### src/rtl/aes_shiftrows_pipe.sv
// -----------------------------------------------------------------------------
// aes_shiftrows_pipe
//   Registered Rijndael ShiftRows / InvShiftRows stage with a valid/ready
//   handshake and a two-entry skid buffer. Supports Nb = 4, 6 or 8 columns.
//   Each beat carries its own direction bit and a sideband tag.
//
//   The permutation is applied on the way in, so both the main and the skid
//   register hold already-permuted state. in_ready_o is driven from registered
//   state only, which breaks the combinational path from out_ready_i back
//   upstream.
//
//   Optional feature macro: SHIFTROWS_BYPASS_EN
//     When defined, port in_bypass_i is added. A beat accepted with
//     in_bypass_i=1 is stored unpermuted, whatever the value of in_inv_i.
// -----------------------------------------------------------------------------
module aes_shiftrows_pipe #(
  parameter int NB    = 4,
  parameter int TAG_W = 4
) (
  input  logic                clk,
  input  logic                rst,
  input  logic                in_valid_i,
  output logic                in_ready_o,
  input  logic [32*NB-1:0]    in_data_i,
  input  logic                in_inv_i,
`ifdef SHIFTROWS_BYPASS_EN
  input  logic                in_bypass_i,
`endif
  input  logic [TAG_W-1:0]    in_tag_i,
  output logic                out_valid_o,
  input  logic                out_ready_i,
  output logic [32*NB-1:0]    out_data_o,
  output logic [TAG_W-1:0]    out_tag_o
);

  localparam int W = 32 * NB;

  // Reject unsupported block widths at elaboration time.
  generate
    if (!(NB == 4 || NB == 6 || NB == 8)) begin : g_bad_nb
      $error("aes_shiftrows_pipe: NB must be 4, 6 or 8");
    end
    if (TAG_W < 1) begin : g_bad_tag
      $error("aes_shiftrows_pipe: TAG_W must be at least 1");
    end
  endgenerate

  typedef enum logic [1:0] {
    ST_EMPTY = 2'd0,
    ST_ONE   = 2'd1,
    ST_TWO   = 2'd2
  } state_e;

  // Rijndael row offsets: rows 2 and 3 shift one further for the 256-bit block.
  function automatic int shift_of(input int r);
    int s;
    case (r)
      0:       s = 0;
      1:       s = 1;
      2:       s = (NB == 8) ? 3 : 2;
      default: s = (NB == 8) ? 4 : 3;
    endcase
    return s;
  endfunction

  // Byte (r,c) lives at index r+4c, counted from the MSB end of the vector.
  function automatic logic [W-1:0] shift_rows(input logic [W-1:0] d,
                                               input logic       inv);
    logic [W-1:0] o;
    int           s;
    int           src_c;
    o = '0;
    for (int r = 0; r < 4; r++) begin
      s = shift_of(r);
      for (int c = 0; c < NB; c++) begin
        src_c = inv ? ((c - s + NB) % NB) : ((c + s) % NB);
        o[W-1-8*(r+4*c) -: 8] = d[W-1-8*(r+4*src_c) -: 8];
      end
    end
    return o;
  endfunction

  state_e             state_q;
  logic               out_valid_q;
  logic               skid_valid_q;
  logic [W-1:0]       main_data_q;
  logic [TAG_W-1:0]   main_tag_q;
  logic [W-1:0]       skid_data_q;
  logic [TAG_W-1:0]   skid_tag_q;

  logic [W-1:0]       beat_data_d;
  logic [TAG_W-1:0]   beat_tag_d;
  logic               accept;
  logic               transfer;

  // Permute the incoming beat and decode the two handshake events.
  always_comb begin
    // NOTE: every signal assigned here gets a value on every path first,
    // otherwise synthesis infers a latch to hold the old value.
    beat_data_d = shift_rows(in_data_i, in_inv_i);
    beat_tag_d  = in_tag_i;
`ifdef SHIFTROWS_BYPASS_EN
    if (in_bypass_i) begin
      beat_data_d = in_data_i;
    end
`endif
    accept   = in_valid_i & in_ready_o;
    transfer = out_valid_o & out_ready_i;
  end

  // Occupancy FSM: EMPTY -> ONE -> TWO, with main feeding the output and skid
  // absorbing the one beat that arrives while the output is stalled.
  always_ff @(posedge clk or posedge rst) begin
    if (rst) begin
      // NOTE: the data registers are reset too, because out_data_o must read
      // zero after reset; in-flight beats are simply discarded.
      state_q      <= ST_EMPTY;
      out_valid_q  <= 1'b0;
      skid_valid_q <= 1'b0;
      main_data_q  <= '0;
      main_tag_q   <= '0;
      skid_data_q  <= '0;
      skid_tag_q   <= '0;
    end else begin
      // NOTE: non-blocking assignments so every register samples the
      // pre-edge values, independent of statement order.
      case (state_q)
        ST_EMPTY: begin
          if (accept) begin
            main_data_q <= beat_data_d;
            main_tag_q  <= beat_tag_d;
            out_valid_q <= 1'b1;
            state_q     <= ST_ONE;
          end
        end
        ST_ONE: begin
          if (accept && transfer) begin
            main_data_q <= beat_data_d;
            main_tag_q  <= beat_tag_d;
          end else if (accept) begin
            skid_data_q  <= beat_data_d;
            skid_tag_q   <= beat_tag_d;
            skid_valid_q <= 1'b1;
            state_q      <= ST_TWO;
          end else if (transfer) begin
            out_valid_q <= 1'b0;
            state_q     <= ST_EMPTY;
          end
        end
        ST_TWO: begin
          if (transfer) begin
            main_data_q  <= skid_data_q;
            main_tag_q   <= skid_tag_q;
            skid_valid_q <= 1'b0;
            state_q      <= ST_ONE;
          end
        end
        default: begin
          out_valid_q  <= 1'b0;
          skid_valid_q <= 1'b0;
          state_q      <= ST_EMPTY;
        end
      endcase
    end
  end

  assign in_ready_o  = ~skid_valid_q;
  assign out_valid_o = out_valid_q;
  assign out_data_o  = main_data_q;
  assign out_tag_o   = main_tag_q;

endmodule
### config.mk
export PLATFORM = sky130hd
export DESIGN_NAME = aes_shiftrows_pipe
export DESIGN_NICKNAME = d
export VERILOG_FILES = /design/src/rtl/aes_shiftrows_pipe.sv
export SDC_FILE = /design/constraint.sdc
export NUM_CORES = 1
export LEC_CHECK = 0
export BUFFER_PORTS_ARGS = -buffer_cell sky130_fd_sc_hd__buf_2
export CAP_MARGIN = 30
export CORE_UTILIZATION = 40
export CTS_CLUSTER_DIAMETER = 60
export CTS_CLUSTER_SIZE = 30
export DETAILED_ROUTE_END_ITERATION = 8
export MAX_ROUTING_LAYER = met4
export PLACE_DENSITY = 0.61
export SYNTH_ARGS = -nofsm -noshare
export SYNTH_HDL_FRONTEND = slang
export SYNTH_SLANG_ARGS = --single-unit
### constraint.sdc
create_clock -name clk -period 14.65 [get_ports clk]
set_clock_uncertainty 0.2 [all_clocks]
set_input_delay 2.93 -clock clk [delete_from_list [all_inputs] [get_ports clk]]
set_output_delay 2.93 -clock clk [all_outputs]
set_load 0.02 [all_outputs]
==> metrics <==
outcome=finished, final reports clean; via count=7397; CP delay by family, top=buffers and inverters; Die Y=approximately 180 um; synthesized flop and latch total=268; Net Count, Synth=936; routed vias/inst=5.00; Synth warnings=0; Setup TNS Final=0 ns; IO Pins=271; required time of the critical path=14.87 ns; CTS buffer count=26; gpl congestion=slightly above 0.7; Tot GR Track Use=approximately 17%; Tmin final=5.22 ns; Cell variety after synth=20; TritonCTS clock tree=built; unrepaired setup endpoints after global routing=no; commonest cells after routing, fill and taps aside=mux2_2, buf_2, dfrtp_1, clkbuf_16; crit-path cells=buf_2 -> a21boi_2 -> o32ai_4 -> buf_4 -> buf_4 -> buf_12 -> mux2_2; vias in the first global route=between 7000 and 8000; H-tree Lvls=1; Max Freq=0.192 GHz; nets@finish=1195; Metal-1 WL=11800 um; Crit-path slowest cell=buf_4; Post-CTS Setup Bufs=0; crit share post-route=35.6%; final worst slack=9.43 ns; worst stage delay on the critical path=0.75 ns; Antenna Violating Nets Remaining=0; IO buf count=270; DR pass1 iterations=4; Critical Path Fanout Max=between 60 and 70; antenna violations before repair=5; total congestion overflow=0; crit path launch type=input port; DR iter-0 viols=220; WL/cell=17.4 um; DRC=0; Slew Limit Fails=0; post-CTS resize count=0; # rows=64; Min-Delay Path Class=register to register; core area=30500 um2; combined area of the multi-input logic cells=5330 um2; Final Setup Violations=0; Die ar.=31700 um2; Bufs and invs on worst path=4; CTS Sinks=between 200 and 300; Starting Density=40.6%; Worst-Skew Late Latency=~0.54 ns; Crit Path Class=input port to register; CTS Hold Buffers Added=0; routed wl met2=11600 um; Slew headroom=38.5%; Root Buffer=clkbuf_16; Max Used Layer=met4; total of fill cells in the finished design=2759; Reg area=6710 um2; Die W=roughly 180 um; final-report hold violation count=0; # Max-Cap Violations=0; worst reg2reg setup slack=11.38 ns; Place WS=8.69 ns; first-pass GRT wire length=approximately 41000 um; PwrDens=183 nW/um2; Reg clk slew, reported paths=0.07 ns; dpl hpwl=15900 um; Max VDD drop=roughly 110 uV; Clock Tree Buf Depth=3; Slew @ Worst Pin=between 0.9 and 1 ns; Syn Area/Cell=between 15 and 20 um2; P_leak=0.00731 uW; Critical Path AT=between 5 and 6 ns; Worst path most repeated cell=buf_4; routed wire length=about 26000 um; post-synthesis sequential area ratio=54.1%; area delta synth->final=21.5%; met3 WL post-DR=between 1500 and 2000 um; share of cells above drive strength 1=73.7%; most common cell after layout, fill and taps aside=mux2_2; Mapped Area=12400 um2; Synth Instances=799; largest net degree at the start of global routing=approximately 140; CP Capture Type=register
-- kinds of logic after synthesis --
kind of cell / share of synthesized area, %
compound gates: 0.576
buf+inv: 3.10
flops: 54.1
mux: 41.9
simple gates: 0.343
-- per-layer routing --
metal,vias up,GRT usage (%)
li1,3445,-
met1,3739,21.6
met2,183,26.0
met3,30,4.69
met4,0,4.13
met5,-,-
-- path summary, 6_finish.rpt --
path                            startpoint         endpoint  depth (start not counted)
max reg2reg                     state_q[0]   out_data_o[60]                          6
max in group asynchronous              rst   out_data_o[78]                          4
max                            out_ready_i   out_data_o[60]                          7
min in group asynchronous              rst  out_data_o[109]                          2
min reg2reg                skid_data_q[54]  skid_data_q[54]                          1
min                        skid_data_q[54]  skid_data_q[54]                          1
-- power breakdown --
| group | internal (uW) | leakage, uW | total [uW] | switching (uW) |
|---|---|---|---|---|
| clock | 429 | 0.000464 | 752 | 323 |
| sequential | 1050 | 0.00344 | 1180 | 139 |
| combinational | 384 | 0.00340 | 826 | 442 |
-- registers in the layout (all words and copies together) (netlist names) --
signal and cells:
skid_valid_q 1, skid_data_q 128, state_q 2, out_data_o 128, out_valid_o 1, out_tag_o 4
skid_tag_q 4
-- cell usage after synthesis --
| cell | count | area (um2) |
|---|---|---|
| inv_1 | 3 | 11.3 |
| mux2_2 | 460 | 5180 |
| buf_4 | 8 | 60.1 |
| o22ai_1 | 1 | 6.26 |
| and2_1 | 1 | 6.26 |
| mux2i_1 | 1 | 10.0 |
| a21boi_2 | 1 | 11.3 |
| dfrtp_1 | 268 | 6710 |
| nor3b_2 | 1 | 12.5 |
| nor2_1 | 1 | 3.75 |
| nand2b_1 | 2 | 12.5 |
| a211o_1 | 1 | 8.76 |
| clkbuf_1 | 2 | 7.51 |
| a21oi_1 | 2 | 10.0 |
| o32ai_2 | 1 | 16.3 |
| nand2_1 | 2 | 7.51 |
| o21ai_0 | 2 | 10.0 |
| o32ai_1 | 1 | 8.76 |
| buf_2 | 25 | 125 |
| buf_6 | 16 | 180 |
-- cell type report --
class / instances / share of cell area (%)
Inverter: 3 / 0.125
Antenna cell: 5 / 0.0831
Clock buffer: 27 / 4.35
Multi-Input combinational cell: 477 / 35.4
Sequential cell: 268 / 44.5
Timing Repair Buffer: 282 / 10.1
Tap cell: 396 / 3.29
Clock inverter: 21 / 2.08
-- through the flow --
stage / hold WS [ns] / std cells / instance area (um2) / total power [uW] / util, %
after floorplan: 0.269 / 799 / 12400 / 1730 / -
after global placement: 0.283 / 1422 / 14000 / 2010 / 45.8
after detailed placement: 0.290 / 1422 / 14000 / 2040 / 45.8
after CTS: 0.306 / 1470 / 14900 / 2800 / 49.0
after global routing: 0.316 / 1479 / 15100 / 2930 / 49.4
final: 0.301 / 1479 / 15100 / 2760 / 49.4
Note: power is estimated with default switching activity, not from simulation.
